===== config.mk =====
export PLATFORM = sky130hd
export DESIGN_NAME = fetch_queue
export DESIGN_NICKNAME = d
export VERILOG_FILES = /design/src/rtl/riscv_pkg.sv /design/src/rtl/fq_ram.sv /design/src/rtl/fetch_queue.sv
export SDC_FILE = /design/constraint.sdc
export NUM_CORES = 1
export LEC_CHECK = 0
export BUFFER_PORTS_ARGS = -buffer_cell sky130_fd_sc_hd__clkbuf_2
export CORE_MARGIN = 2
export CORE_UTILIZATION = 55
export DETAILED_ROUTE_END_ITERATION = 8
export GPL_TIMING_DRIVEN = 0
export PLACE_DENSITY = 0.85
export SLEW_MARGIN = 20
export SYNTH_ARGS = -nofsm -noshare
export SYNTH_HDL_FRONTEND = slang
export SYNTH_HIERARCHICAL = 1
export SYNTH_SLANG_ARGS = --single-unit

===== constraint.sdc =====
create_clock -name clk -period 20.6 [get_ports clk]
set_input_delay 1.03 -clock clk [delete_from_list [all_inputs] [get_ports clk]]
set_output_delay 1.03 -clock clk [all_outputs]
set_load 0.02 [all_outputs]

===== src/rtl/riscv_pkg.sv =====
// Types and constants shared by the front-end pipeline blocks.
package riscv_pkg;

  localparam logic [31:0] NOP_INSTR = 32'h00000013;

  typedef struct packed {
    logic [63:0] pc;
    logic [63:0] pc4;
    logic [31:0] instr;
  } fq_entry_t;

endpackage


===== src/rtl/fq_ram.sv =====
// Fetch-queue storage: one write port, one asynchronous read port, no reset on the array.
module fq_ram
  import riscv_pkg::*;
#(
  parameter int unsigned DEPTH = 4,
  localparam int unsigned AW = $clog2(DEPTH),
  localparam int unsigned EW = $bits(fq_entry_t)
) (
  input  logic          clk,
  input  logic          i_we,
  input  logic [AW-1:0] i_waddr,
  input  logic [EW-1:0] i_wdata,
  input  logic [AW-1:0] i_raddr,
  output logic [EW-1:0] o_rdata
);

  logic [EW-1:0] r_mem [DEPTH];

  always_ff @(posedge clk) begin
    if (i_we) begin
      r_mem[i_waddr] <= i_wdata;
    end
  end

  assign o_rdata = r_mem[i_raddr];

endmodule


===== src/rtl/fetch_queue.sv =====
// Instruction buffer between fetch and decode; a taken redirect in Execute empties it.
module fetch_queue
  import riscv_pkg::*;
#(
  parameter int unsigned DEPTH = 4,
  parameter int unsigned XLEN  = 64,
  localparam int unsigned AW = $clog2(DEPTH),
  localparam int unsigned PW = AW + 1
) (
  input  logic            clk,
  input  logic            rst,
  input  logic [XLEN-1:0] PC_F,
  input  logic [31:0]     Instr_F,
  input  logic            Valid_F,
  output logic            Ready_F,
  input  logic            PCSrc_E,
  output logic [XLEN-1:0] PC_D,
  output logic [XLEN-1:0] PCPlus4_D,
  output logic [31:0]     Instr_D,
  output logic            Valid_D,
  input  logic            Ready_D,
  output logic [PW-1:0]   Count
);

  logic [PW-1:0]   r_wr_ptr, r_rd_ptr;
  logic            w_full, w_empty, w_push, w_pop;
  logic [XLEN-1:0] w_pc4;
  fq_entry_t       w_wdata, w_head;

  // Extra wrap bit distinguishes full from empty when the index bits match.
  assign w_full  = (r_wr_ptr[AW] != r_rd_ptr[AW]) && (r_wr_ptr[AW-1:0] == r_rd_ptr[AW-1:0]);
  assign w_empty = (r_wr_ptr == r_rd_ptr);

  assign Ready_F = ~w_full;
  assign Valid_D = ~w_empty;
  assign w_push  = Valid_F & Ready_F & ~PCSrc_E;
  assign w_pop   = Valid_D & Ready_D & ~PCSrc_E;
  assign Count   = r_wr_ptr - r_rd_ptr;

  assign w_pc4 = PC_F + XLEN'(4);

  always_comb begin
    w_wdata       = '0;
    w_wdata.pc    = 64'(PC_F);
    w_wdata.pc4   = 64'(w_pc4);
    w_wdata.instr = Instr_F;
  end

  always_ff @(posedge clk) begin
    if (!rst) begin
      r_wr_ptr <= '0;
      r_rd_ptr <= '0;
    end else if (PCSrc_E) begin
      r_rd_ptr <= r_wr_ptr;
    end else begin
      if (w_push) r_wr_ptr <= r_wr_ptr + PW'(1);
      if (w_pop)  r_rd_ptr <= r_rd_ptr + PW'(1);
    end
  end

  fq_ram #(
    .DEPTH (DEPTH)
  ) u_ram (
    .clk     (clk),
    .i_we    (w_push),
    .i_waddr (r_wr_ptr[AW-1:0]),
    .i_wdata (w_wdata),
    .i_raddr (r_rd_ptr[AW-1:0]),
    .o_rdata (w_head)
  );

  // An empty queue presents a bubble rather than stale storage.
  assign PC_D      = w_empty ? '0 : w_head.pc[XLEN-1:0];
  assign PCPlus4_D = w_empty ? '0 : w_head.pc4[XLEN-1:0];
  assign Instr_D   = w_empty ? NOP_INSTR : w_head.instr;

  assert property (@(posedge clk) disable iff (!rst) !(w_push && w_full));
  assert property (@(posedge clk) disable iff (!rst) !(w_pop && w_empty));

endmodule


==> summary.md <==
| Metric | Value |
|---|---|
| Outcome | completed |
| Tmin final | 5.05 ns |
| CP startpoint | r_wr_ptr[0] |
| Buf+Inv Stages, Crit Path | 5 |
| Total DRC errors in the routed layout | 0 |
| DP Worst Slack | 16.12 ns |
| Post-synth ARST share | 0% |
| Worst setup path end | PCPlus4_D[58] |
| Number of enable flip-flop cells after synthesis | 640 |
| Worst Setup Start Kind | flip-flop |
| Slew at the pin with the worst max-slew slack | a little over 1 ns |
| Half-perimeter wire length after placement | approximately 38000 µm |
| Dominant cell by count in the synthesized netlist | edfxtp_1 |
| Final Core Density | around 66% |
| Number of I/O pins | about 270 |
| Cts bufs inserted | 61 |
| Global-route wire length before repair | ~86000 µm |
| Cell class contributing the biggest share of worst-path delay | buffers and inverters |
| Count of nets after finishing | 1724 |
| Synth Cell Area | ~26000 µm² |
| Final hold violation count | 0 |
| Top cells by area, synth | edfxtp_1, mux4_2, and2_1 |
| Yosys cell types | 38 |
| Origin of the worst min-delay path | r_wr_ptr[2] |
| Horizontal die dimension | between 200 and 250 µm |
| Post-Syn Instances | between 1000 and 1500 |
| Slowest stage cell on the critical path | clkbuf_1 |
| Register area share after synthesis | between 70% and 80% |
| Cell depth of the worst flop-to-flop path | 10 |
| Total of buffers placed on input and output ports | 265 |
| Fraction of post-synthesis cell area in the top cell type by area | around 74% |
| Clock Latency Late Sink | about 0.62 ns |
| Gp weighted congestion | around 0.78 |
| Peak supply drop | ~0.1 mV |
| Total Die Area | approximately 50000 µm² |
| Maximum number of pins on one net before global-route repair | 46 |
| Number of standard-cell rows in the floorplan | 79 |
| Data arrival time at the worst-slack endpoint | around 4.0 ns |
| Classification of the worst-slack hold path | flip-flop to flip-flop |
| Avg Synthesized Cell Area | 20.6 µm² |
| Mean routed wirelength per cell | 24.9 µm |
| Initial core utilization | approximately 56% |
| Cell depth of the worst setup path | 9 |
| Dpl cell area | between 20000 and 30000 µm² |
| Source of the worst register-to-register timing path | r_wr_ptr[0] |
| CTS Root Cell | clkbuf_16 |
| Area Growth Syn to Fin | 18.0% |
| Number of antenna violations at the first check in global routing | 3 |
| Final sum of negative setup slack | 0 ns |
| Slew Limit Fails | 0 |
| Max Root-Sink Buffers | 3 |
| Slew headroom | between 30% and 40% |
| Starting DRT DRC Count | between 1000 and 1500 |
| Min Hold Slack | about 0.58 ns |
| Synthesis warning total | 6 |
| Deepest level of the CTS H-tree | 2 |
| Aggregate global-route resource usage | between 20% and 30% |
| Number of gates resized after cts | 0 |
| Share of cells above drive strength 1 | a little over a third |
| CTS tree | built |
| Height of the chip | between 200 and 250 µm |
| Element type at the critical path end | primary output |
| Cell leakage power | a little over 10 nW |
| Worst setup slack after layout | about 16 ns |
| Data required time at the worst endpoint | 19.57 ns |
| Via count of the first global-routing pass | 14000 |
| Worst Skew | ~0.018 ns |
| Register bit count reported by yosys | around 650 |
| Power per unit of standard cell area | approximately 99 nW/µm² |
| Max cap viols | 0 |
| Number of nets with antenna violations after routing | 0 |
| Placed Cells | 2161 |
| Final instance count without filler cells | roughly 2300 |
| Post CTS Setup Buffer Count | 0 |
| Top cells by instance count after synthesis | edfxtp_1, and2_1, mux4_2 |
| Final design area excluding fillers | 30600 µm² |
| Register clock-pin slew on the reported worst setup and hold paths | 0.06 ns |
| Worst R2R Setup Slack | 16.35 ns |
| Dominant register cell in the synthesized netlist | edfxtp_1 |
| Power Total | 3.02 mW |
| RSZ-0062 raised after global routing | no |
| DRT Pass-1 Iters | 5 |
| Residual overflow from global routing | 0 |
| Final clock period utilization by the worst path | between 20% and 30% |
| Number of vias per cell after detailed routing | between 5 and 6 |
| List of cells traversed by the critical path | inv_1 > ha_1 > nand2_1 > or2_2 > clkbuf_1 > clkbuf_2 > clkbuf_1 > and2_1 > clkbuf_2 |
| Capture instance of the worst register-to-register path | u_ram/r_mem[0][85] |
| Hold buffers post-CTS | 0 |
| Critical path's largest stage delay | just over 0.7 ns |
| Via count | 13400 |
| Floorplan Core Area | approximately 47000 µm² |
| Setup violation total in the final timing report | 0 |
| CP Class | flip-flop to primary output |
| Top cell type by total area after synthesis | edfxtp_1 |
| Worst Hold Depth | 2 |
| Post-Route WL | roughly 57000 µm |
| Largest fanout on the critical path | 10 |
| Post-Synthesis Net Count | about 1400 |
| Number of clock sinks | between 600 and 700 |
| Highest clock rate | slightly below 200 MHz |
==> worst reg2reg max path, cell delays in order, from the launching register on <==
cell      delay [ns]
dfxtp_1         0.45
inv_1           0.11
ha_1            0.35
a311oi_1        0.87
nor3b_2         0.81
buf_4           0.33
buf_4           0.23
buf_6           0.19
buf_4           0.22
buf_4           0.22
buf_6           0.17
==> sequential cells by signal, summed over array words and instances (netlist names) <==
signal	count
r_rd_ptr	3
u_ram/r_mem	640
r_wr_ptr	3
==> layout by cell type (no fill, tap or decap), types with 14 or more instances in the layout <==
cell type and n:
and2_1 163, buf_2 19, buf_4 14, buf_6 18, clkbuf_1 29, clkbuf_16 63
clkbuf_2 266, clkinv_1 14, clkinv_2 14, edfxtp_1 640, inv_1 14, mux4_2 160
nand2_1 23, nand3_1 26, nand4_1 20, nor2_1 15, xnor2_1 47, xor2_1 18
==> report_power, final <==
part           internal, mW  leakage, nW  switching [mW]  total [mW]
clock network         0.682         1.02           0.479        1.16
registers              1.48         5.86         0.00763        1.49
logic                 0.140         3.46           0.230       0.371
total                  2.30         10.3           0.717        3.02
==> worst min path at each step <==
stage / slack, ns / to
finish: 0.58 / r_rd_ptr[2]
global route: 0.60 / u_ram/r_mem[0][31]
CTS: 0.58 / r_rd_ptr[2]
detailed placement: 0.57 / r_rd_ptr[2]
global placement: 0.57 / r_rd_ptr[2]
floorplan: 0.55 / r_rd_ptr[2]
==> cell type report <==
class	count	area, µm²
diodes	2	5.00
inverters	15	56.3
flip-flops and latches	646	19300
clock inverters	47	500
clock buffers	67	1590
well taps	607	759
repair buffers	297	1780
plain buffers	56	318
multi-input cells	540	6220
fillers	3004	16000
==> layer usage <==
layer  wire [µm]  global-route usage (%)  vias up
met2       29600                    40.1      555
met3        4470                    5.67       97
met5          16                       0        -
li1            -                       -     5776
met1       21300                    30.2     6998
met4        1310                    6.32        2
==> cell families (layout without fill, tap and decap cells) <==
group	after synthesis	after routing	share of synthesized area, %
xor gates and xnor gates	66	66	2.26
AOI/OAI and AO/OA	7	7	0.150
other	0	2	0
DFF	646	646	74.6
and+or+nand+nor	300	300	7.26
adders and majority gates	6	6	0.319
muxes	161	161	13.9
buffers and inverters	71	482	1.44
(Power assumes the default switching activity.)
